--- src/rtl/acc_beat_driver.sv ---
// acc_beat_driver: emits an arithmetic beat sequence into an accumulator and checks its final value
module acc_beat_driver #(
    parameter int DATA_W = 32,
    parameter int CNT_W  = 16,
    parameter int GAP_W  = 8
) (
    input  logic              clock,
    input  logic              reset_n,
    input  logic              start,
    input  logic [DATA_W-1:0] base,
    input  logic [DATA_W-1:0] step,
    input  logic [CNT_W-1:0]  count,
    input  logic [GAP_W-1:0]  gap,
    input  logic [63:0]       cycles,
    input  logic [DATA_W-1:0] accumulator,
    output logic              valid,
    output logic [DATA_W-1:0] value,
    output logic              busy,
    output logic              done,
    output logic              match,
    output logic [DATA_W-1:0] expected,
    output logic [63:0]       elapsed
);
    typedef enum logic [1:0] {IDLE, EMIT, GAP, SETTLE} state_t;

    state_t            state, state_nx;
    logic [DATA_W-1:0] cur, step_r;
    logic [CNT_W-1:0]  remaining;
    logic [GAP_W-1:0]  gap_cfg, gap_cnt;
    logic [63:0]       start_cyc;

    assign valid = state == EMIT;
    assign busy  = state != IDLE;
    assign value = cur;

    // state register
    always_ff @(posedge clock or negedge reset_n)
        if (!reset_n) state <= IDLE;
        else          state <= state_nx;

    // next-state: a zero-length run goes straight to the check cycle
    always_comb begin
        state_nx = state;
        case (state)
            IDLE:    if (start) state_nx = (count == '0) ? SETTLE : EMIT;
            EMIT:    state_nx = (remaining == CNT_W'(1)) ? SETTLE : (gap_cfg != '0) ? GAP : EMIT;
            GAP:     if (gap_cnt == GAP_W'(1)) state_nx = EMIT;
            default: state_nx = IDLE;
        endcase
    end

    // datapath: latch the command, advance the beat and running sum, check in SETTLE
    always_ff @(posedge clock or negedge reset_n)
        if (!reset_n) begin
            cur       <= '0;
            step_r    <= '0;
            remaining <= '0;
            gap_cfg   <= '0;
            gap_cnt   <= '0;
            expected  <= '0;
            start_cyc <= '0;
            elapsed   <= '0;
            match     <= 1'b0;
            done      <= 1'b0;
        end else begin
            done <= state == SETTLE;
            case (state)
                IDLE: if (start) begin
                    cur       <= base;
                    step_r    <= step;
                    remaining <= count;
                    gap_cfg   <= gap;
                    expected  <= accumulator;
                    start_cyc <= cycles;
                end
                EMIT: begin
                    expected  <= expected + cur;
                    cur       <= cur + step_r;
                    remaining <= remaining - CNT_W'(1);
                    gap_cnt   <= gap_cfg;
                end
                GAP:    gap_cnt <= gap_cnt - GAP_W'(1);
                SETTLE: begin
                    match   <= accumulator == expected;
                    elapsed <= cycles - start_cyc;
                end
                default: ;
            endcase
        end
endmodule

--- config.mk ---
export PLATFORM = sky130hd
export DESIGN_NAME = acc_beat_driver
export DESIGN_NICKNAME = d
export VERILOG_FILES = /design/src/rtl/acc_beat_driver.sv
export SDC_FILE = /design/constraint.sdc
export NUM_CORES = 1
export LEC_CHECK = 0
export CELL_PAD_IN_SITES_DETAIL_PLACEMENT = 2
export CELL_PAD_IN_SITES_GLOBAL_PLACEMENT = 2
export CORE_MARGIN = 5
export CORE_UTILIZATION = 33
export CTS_CLUSTER_SIZE = 28
export DETAILED_ROUTE_END_ITERATION = 8
export HOLD_SLACK_MARGIN = 0.02
export PLACE_DENSITY = 0.85
export SETUP_SLACK_MARGIN = 0.02
export SYNTH_ARGS = -nofsm -noshare
export SYNTH_HDL_FRONTEND = slang
export SYNTH_SLANG_ARGS = --single-unit
--- constraint.sdc ---
create_clock -name clock -period 4.1 [get_ports clock]
set_input_delay 0.41 -clock clock [delete_from_list [all_inputs] [get_ports clock]]
set_output_delay 0.41 -clock clock [all_outputs]
set_load 0.005 [all_outputs]
==> metrics.txt <==
combinational share of power between 60% and 70%; largest net degree at the start of global routing 89; max-cap viol count 0; drc violations 0; Die ar. 0.05959 mm2; clock skew 23.19 ps; crit path cell chain ha_1, fa_1, a211oi_1, o21bai_1, o211ai_1, a211oi_1, o21ai_1, o21ai_1, a221oi_1, xnor2_1, nand2_1, a21oi_1; Switching Share 47.06%; Hold Crit Class input port to flip-flop; initial DRC count 729; # clock sinks 260; die width 244.1 um; CTS Buf Count 35; area of the multi-input gates ~0.011 mm2; status complete, no violations; Setup Buffers After CTS 0; CTS tree done; f_max 0.2650 GHz; Worst EP required about 4600 ps; Fillers 5744; number of synthesized flops with an enable pin 0; sw power 10.73 mW; placed cell count ~2900; GPL Wtd Cong 0.9012; Async S/R FF share, synth 100.0%; Crit. End Element flip-flop; final period utilization 92.03%; global-route wire length before repair between 100000 and 150000 um; P_int ~12 mW; Placeable Area 0.05403 mm2; final wirelength ~75000 um; crit-path leading delay family compound AO/OA/AOI/OAI gates; via count 16920; critical path class flip-flop to flip-flop; Max stage delay on crit path 440 ps; Slew @ Worst Pin 901.0 ps; P per Cell Area 984.6 mW/mm2; Max Slew Vio Count 0; Mapped Cells 1991; commonest non-fill, non-tap cell in the layout clkdlybuf4s50_1; Seq/Total Area, Yosys 35.97%; final cell count without fillers 3002; WP data arrival 4230 ps; Core Rows 85; final net count 2598; Root Buffer clkbuf_16; Reg clk slew, reported paths 60 ps; synthesized area per cell 9.085 um2; Leak 9.996 nW; post-layout util roughly 43%; CP max stage cell fa_1; most frequent cells in the layout clkdlybuf4s50_1 (317), dfrtp_1 (260), a21oi_1 (216); Area growth, synth to finish 28.08%; synth unique cells 70; Post-Synthesis Cell Area roughly 0.018 mm2; clock tree buffer depth 3; Final setup viols 0; Clock Power Share about 13%; Pwr Total 22.81 mW; Crit path buffers/inverters 0; antenna viol nets, final 0; FF+latch area ~0.0065 mm2; global route total overflow 0; worst skew pair latency between 500 and 600 ps; layout cells sized above 1 10.75%; maximum vdd drop roughly 390 uV; Yosys reg bits 260; Initial Util around a third; WHS 477.7 ps; Slew HR 39.93%; Final Hold Viols 0; Sequential Power Share a little under a quarter; Crit Path Max Fanout 6; vias in the first global route 19130; number of port buffers around 320; routed length per instance 25.03 um; Clock H-tree levels 2; Top FF cell, synth dfrtp_1; Total Routing Usage GR around a quarter; DRT Pass-1 Iters 5; Setup crit start kind flip-flop; min Tclk post-route between 3000 and 4000 ps; Synth Net Count roughly 2300; RSZ-0062 raised after global routing false; I/O pin count ~320; Syn. warnings 0; hpwl dp 56980 um; initial antenna violation count 14; vias per cell 5.636; die height 244.1 um
-- metal layers --
metal,vias up,track usage (%),wire (um)
met3,136,5.121,3648
met1,8658,30.31,31960
met4,12,8.364,2480
met5,-,0,79
met2,377,42.58,36970
li1,7737,-,-
-- final timing paths --
path,end,slack [ps],startpoint,depth (start not counted)
max,value[28],330,value[0],12
min,step_r[27],480,step[27],2
max reg2reg,value[28],330,value[0],12
min reg2reg,elapsed[15],490,elapsed[15],2
max in group asynchronous,elapsed[11],2500,reset_n,3
min in group asynchronous,step_r[6],520,reset_n,2
-- through the flow --
stage | area, um2 | setup WS, ps | setup TNS, ps
detailed placement | 22010 | -22.33 | -22.33
global placement | 22010 | 156.1 | 0
floorplan | 18090 | 947.6 | 0
global route | 23150 | 132.9 | 0
finish | 23170 | 327.0 | 0
CTS | 23140 | 201.4 | 0
-- power groups by stage --
stage / clock [mW] / combinational (mW) / sequential, mW
after global placement: 0 / 13.4 / 5.08
after global routing: 3.25 / 15.9 / 5.34
after floorplan: 0 / 9.36 / 4.74
after CTS: 3.14 / 14.6 / 5.19
final: 3.06 / 14.5 / 5.20
after detailed placement: 0 / 14.3 / 5.19
-- kinds of logic (layout without fill, tap and decap cells) --
family | count (synthesis) | in the layout | synth area share (%)
xor+xnor | 143 | 143 | 6.924
simple gates | 484 | 484 | 12.55
buf+inv | 190 | 496 | 4.005
mux | 184 | 184 | 11.26
compound gates | 594 | 594 | 19.76
other cells | 0 | 9 | 0
fa+ha+maj | 136 | 136 | 9.532
flops | 260 | 260 | 35.97
-- synthesized netlist by cell type, drive strengths merged (4+ instances only) --
library cell | instances | area, um2
dfrtp | 260 | 6506
a21oi | 216 | 1081
nand2 | 173 | 649.4
o21ai | 167 | 835.8
mux2 | 156 | 1757
ha | 133 | 1664
nor2 | 110 | 412.9
inv | 101 | 379.1
xnor2 | 85 | 744.5
clkbuf | 78 | 292.8
a21o | 65 | 488.0
xor2 | 58 | 508.0
nand3 | 37 | 185.2
nand4 | 35 | 219.0
mux2i | 28 | 280.3
nor3 | 27 | 140.1
nand2b | 20 | 125.1
a211oi | 19 | 160.2
and3 | 19 | 118.9
o21a | 19 | 142.6
nor4 | 18 | 112.6
o21bai | 18 | 135.1
nor2b | 15 | 93.84
a31oi | 14 | 87.58
o211ai | 12 | 95.09
buf | 11 | 52.55
and2 | 8 | 50.05
o22ai | 8 | 50.05
o31ai | 6 | 50.05
a2111oi | 5 | 50.04
a211o | 5 | 43.79
a21boi | 5 | 37.54
a31o | 5 | 43.79
or3 | 5 | 31.28
a221oi | 4 | 35.03
nand3b | 4 | 30.03
nor3b | 4 | 30.03
-- sequential cells by signal (all words and copies together) (netlist names), 2 cells and up --
signal / cells
elapsed: 64
expected: 32
gap_cfg: 8
gap_cnt: 8
remaining: 16
start_cyc: 64
state: 2
step_r: 32
value: 32
-- cell type report --
class	instances	share of cell area, %
repair buffers	336	14.46
clock buffers	56	4.780
inverters	101	1.637
clock inverters	3	0.07561
flip-flops and latches	260	28.09
well taps	696	3.759
diodes	9	0.09722
multi-input cells	1541	47.10
-- what timing repair did --
action                                 CTS  global route
endpoints found under the hold margin   85             0
setup endpoints to repair                0             2
resized for setup                        0             1
hold buffers                             1             0
Note: power is estimated with default switching activity, not from simulation.
==> RTL edit 1: new RTL, same flow settings <==
Change the parameter `GAP_W` from 8 to 7.
--- a/src/rtl/acc_beat_driver.sv
+++ b/src/rtl/acc_beat_driver.sv
@@ -2,7 +2,7 @@
 module acc_beat_driver #(
     parameter int DATA_W = 32,
     parameter int CNT_W  = 16,
-    parameter int GAP_W  = 8
+    parameter int GAP_W  = 7
 ) (
     input  logic              clock,
     input  logic              reset_n,
Interface: changed (resized gap); port bits go from 319 to 318. No check against the original RTL was run, so the function may have changed too.
==> RTL edit 1 against the unedited design <==
  * Total power grew 1.7%
  * Sequential cell count shrank 2
  * Die area grew 0.25%
  * Via count shrank 1.1%
  * Area after synthesis grew 0.26%
  * Design area grew 0.41%
  * Critical path depth shrank 1
  * Setup slack lost 0.082 ns
  * Routed wire length shrank 1.3%
  * Non-clock buffer count grew 4
  * Cell count is essentially flat
  * Critical path type unchanged
  * Largest cell class unchanged
==> RTL edit 1: results (changes against the unedited design) <==
Power
  • Internal power: 12.2 mW (+0.99%)
  • Power share of the clock group: 13.2% (-0.2 points)
  • Pleak: 10.1 nW (+0.68%)

Routing
  • Via-to-Cell Ratio: 5.57 (-1.2%)
  • Routed length per placed instance: 24.7 µm (-1.4%)
  • Initial DRC count: 700 (-4.0%)

Yosys
  • Sequential share of the synthesized area: 35.6% (-0.37 points)
  • Post-Syn Instances: 1,980 (-0.55%)
  • Syn Nets: 2,302 (-0.52%)
  • Mux cell area share after synthesis: 10.9% (-0.41 points)
  • Synth Area in XOR/XNOR: 6.67% (-0.26 points)
  • Yosys cell types: 74 (+5.7%)
  • Top cells by count, synth: dfrtp_1 (258), a21oi_1 (198), nand2_1 (158), mux2_2 (145), o21ai_0 (136)

Setup path
  • Worst path max stage delay: 0.61 ns (+0.17 ns)
  • Reg2Reg Depth: 11 (-1)
  • Arr. time, crit path: 4.31 ns (+0.08 ns)
  • Max Fanout on Critical Path: 4 (-2)
  • Worst R2R Start: value[2]$_DFFE_PN0P_
  • Crit path capture: value[31]$_DFFE_PN0P_
  • Slowest cell on crit path: o21ai_0

Global route
  • First-pass GRT wire length: 113,000 µm (-2.4%)
  • Largest net degree at the start of global routing: 103 (+16%)

Place
  • DP Area: 22,100 µm² (+0.45%)
  • Dpl cells: 2,935 (+0.068%)
  • Detailed Place HPWL: 55,900 µm (-1.8%)
  • Routability cong.: 0.928 (+3.0%)
  • Port buffer count: 317 (-0.31%)
  • Worst Setup Slack post-DPL: -0.0172 ns (+0.00515 ns)

Timing
  • Hold_ws: 0.478 ns (+0.000485 ns)
  • Min Tclk post-route: 3.86 ns (+0.0821 ns)
  • Worst clock skew: 0.0281 ns (+0.00493 ns)

Cells and area
  • # nets final: 2,592 (-0.23%)
  • Share of layout cells above drive strength 1: 11.2% (+0.49 points)
  • Cell Count, Final, Fillers Out: 3,005 (+0.10%)

Hold path
  • Hold path start: step[22]

Clocking
  • Num CTS Buffers: 36 (+2.9%)

Run status
  • Status: complete, no violations
## RTL edit 1: changes by cell type in the layout (fill, tap and decap cells not counted), sizes merged, moves of 6 or more
cell,unedited run,this run
a31oi,14,25
nand2b,20,14
or3,5,13
o21ai,167,143
a21o,65,77
nand2,173,158
nand3,37,44
nor4,18,12
mux2,156,146
a21oi,216,205
nor2,110,120
## RTL edit 1: metal layers
layer,up-vias,wire (µm),part of all wire (%),track usage (%)
li1,7722,-,-,-
met1,8600,31900,43,29.9
met2,312,37300,50,42.4
met3,100,2690,3.6,3.43
met4,4,2170,2.9,7.56
met5,-,21,0.028,0
## RTL edit 1: layout make-up
type | count | area (µm²)
antenna | 6 | 15.0
clock buffer | 56 | 1080
clock inverter | 7 | 48.8
fill | 5920 | 31500
inverter | 105 | 394
multi-input combinational | 1529 | 11000
sequential | 258 | 6460
tap | 704 | 881
timing repair buffer | 340 | 3400
==> RTL edit 2: new RTL, same settings <==
Without the edit above. Register the outputs `valid` and `busy`, cleared by the reset; this adds one clock of latency there. The other outputs are not delayed to match.
--- a/src/rtl/acc_beat_driver.sv
+++ b/src/rtl/acc_beat_driver.sv
@@ -29,8 +29,15 @@
     logic [GAP_W-1:0]  gap_cfg, gap_cnt;
     logic [63:0]       start_cyc;
 
-    assign valid = state == EMIT;
-    assign busy  = state != IDLE;
+    always_ff @(posedge clock or negedge reset_n) begin
+        if (!reset_n) begin
+            valid <= '0;
+            busy  <= '0;
+        end else begin
+            valid <= state == EMIT;
+            busy  <= state != IDLE;
+        end
+    end
     assign value = cur;
 
     // state register
Formal check against the unedited RTL: not equivalent (a bounded check fails within 4 cycles, from zero or initial values and one cycle with reset_n low).
==> RTL edit 2 against the unedited design <==
  * Combinational power increased by 3%
  * Total power increased by 2.1%
  * Routed wire length increased by 2.4%
  * Sequential cell count increased by 2
  * Via count increased by 1.2%
  * Non-clock buffer count decreased by 3
  * Area after synthesis increased by 1.3%
  * Worst hold slack got worse by 0.071 ns
  * Setup slack got worse by 0.10 ns
  * Fmax decreased by 2.6%
  * Sequential share of layout area decreased by 0.15 points
  * Design area increased by 1.3%
  * Largest cell class unchanged
  * Count of clock-buffer cells in the layout decreased by 4
==> RTL edit 2: results (changes against the unedited design) <==
Run status
  • Status: complete, no violations

Global route
  • GR Util met2: 44.2% (+1.6 points)
  • Global routing usage on met1: 29.6% (-0.71 points)
  • GRT Util Overall: 24.7% (+0.18 points)
  • Largest net degree at the start of global routing: 113 (+27%)
  • First-pass GRT wire length: 118,000 µm (+1.7%)
  • Met3 usage: 5.00% (-0.12 points)
  • Initial antenna violation count: 13 (-1)
  • Vias in the first global route: 19,600 (+2.5%)

Power
  • Pleak: 10.2 nW (+2.0%)
  • P_seq: 5.26 mW (+1%)
  • Sw Ratio: 46.9% (-0.12 points)
  • Power share of the clock group: 13.7% (+0.3 points)
  • Max VDD drop: 0.442 mV (+13%)
  • Pwr dens: 993 nW/µm² (+0.83%)

Yosys
  • Yosys cell types: 76 (+8.6%)
  • Synth area leaders: dfrtp_1 (36%), mux2_2 (9.7%), ha_1 (9.1%), a21oi_1 (5.2%), xnor2_1 (4.4%)
  • Syn Nets: 2,316 (+0.086%)
  • Sequential share of the synthesized area: 35.8% (-0.18 points)
  • Synth Area in Compound Gates: 20.0% (+0.28 points)
  • Top cells by count, synth: dfrtp_1 (262), a21oi_1 (192), mux2_2 (157), nand2_1 (153), o21ai_0 (145)
  • Mux cell area share after synthesis: 11.6% (+0.30 points)
  • Synth Area in XOR/XNOR: 6.55% (-0.37 points)

Clocking
  • Clock Latency Late Sink: 0.57 ns (+0.02 ns)

Setup path
  • Arr. time, crit path: 4.28 ns (+0.05 ns)
  • Slowest cell on crit path: a2111oi_0
  • Max Fanout on Critical Path: 4 (-2)
  • Worst path max stage delay: 0.65 ns (+0.21 ns)
  • Reg2reg setup slack: 0.23 ns (-0.10 ns)

Routing
  • Metal-1 WL: 31,900 µm (-0.28%)
  • Via-to-Cell Ratio: 5.61 (-0.47%)
  • Post-Route WL: 76,900 µm (+2.4%)
  • Met2 wire length: 38,700 µm (+4.8%)
  • Met3 wire len: 3730 µm (+2.1%)

Place
  • Routability cong.: 0.893 (-0.94%)
  • Detailed Place HPWL: 58,200 µm (+2.1%)

Cells and area
  • Share of layout cells above drive strength 1: 11.3% (+0.52 points)
  • # nets final: 2,594 (-0.15%)

Timing
  • Slew at the pin with the worst max-slew slack: 0.863 ns (-0.0382 ns)
  • Worst clock skew: 0.0319 ns (+0.00866 ns)

Hold path
  • Worst Hold Class: primary input to async pin
[RTL edit 2: changes by cell type after synthesis, sizes merged, moves of 7 or more]
cell,before,now
nand2,173,153
inv,101,93
o21ai,167,151
a31oi,14,22
a21oi,216,194
xor2,58,45
and3,19,30
mux2i,28,35
a21o,65,84
xnor2,85,92
[RTL edit 2: what timing repair did]
| action | 4_1_cts | 5_1_grt |
|---|---|---|
| gates resized for setup | 0 | 1 |
| setup endpoints to repair | 0 | 1 |
| endpoints found under the hold margin | 50 | 0 |
| hold buffers | 1 | 0 |
[RTL edit 2: worst paths after layout]
path,to,depth (start not counted)
worst max-delay path,value[20]$_DFFE_PN0P_,12
worst min-delay path,step_r[9]$_DFFE_PN0P_,2
worst max register to register,value[20]$_DFFE_PN0P_,12
worst min register to register,remaining[15]$_DFFE_PN0P_,2
max in group asynchronous,value[29]$_DFFE_PN0P_,3
min in group clock,step_r[8]$_DFFE_PN0P_,2
[RTL edit 2: final cells by class]
class / count / area [µm²]
Antenna cell: 6 / 15.0
Clock buffer: 52 / 1020
Clock inverter: 11 / 144
Fill cell: 5920 / 31600
Inverter: 94 / 353
Multi-Input combinational cell: 1545 / 11100
Sequential cell: 262 / 6560
Tap cell: 748 / 936
Timing Repair Buffer: 333 / 3340
[RTL edit 2: per-stage QoR]
step	TNS [ns]	setup WS (ns)	cells	hold slack [ns]	instance area (µm²)
floorplan	0	0.910	1993	0.114	18300
global placement	0	0.109	2981	0.371	22300
detailed placement	-0.148	-0.0737	2981	0.373	22300
CTS	0	0.161	3045	0.381	23500
global route	0	0.0547	3048	0.444	23500
finish	0	0.226	3051	0.407	23500
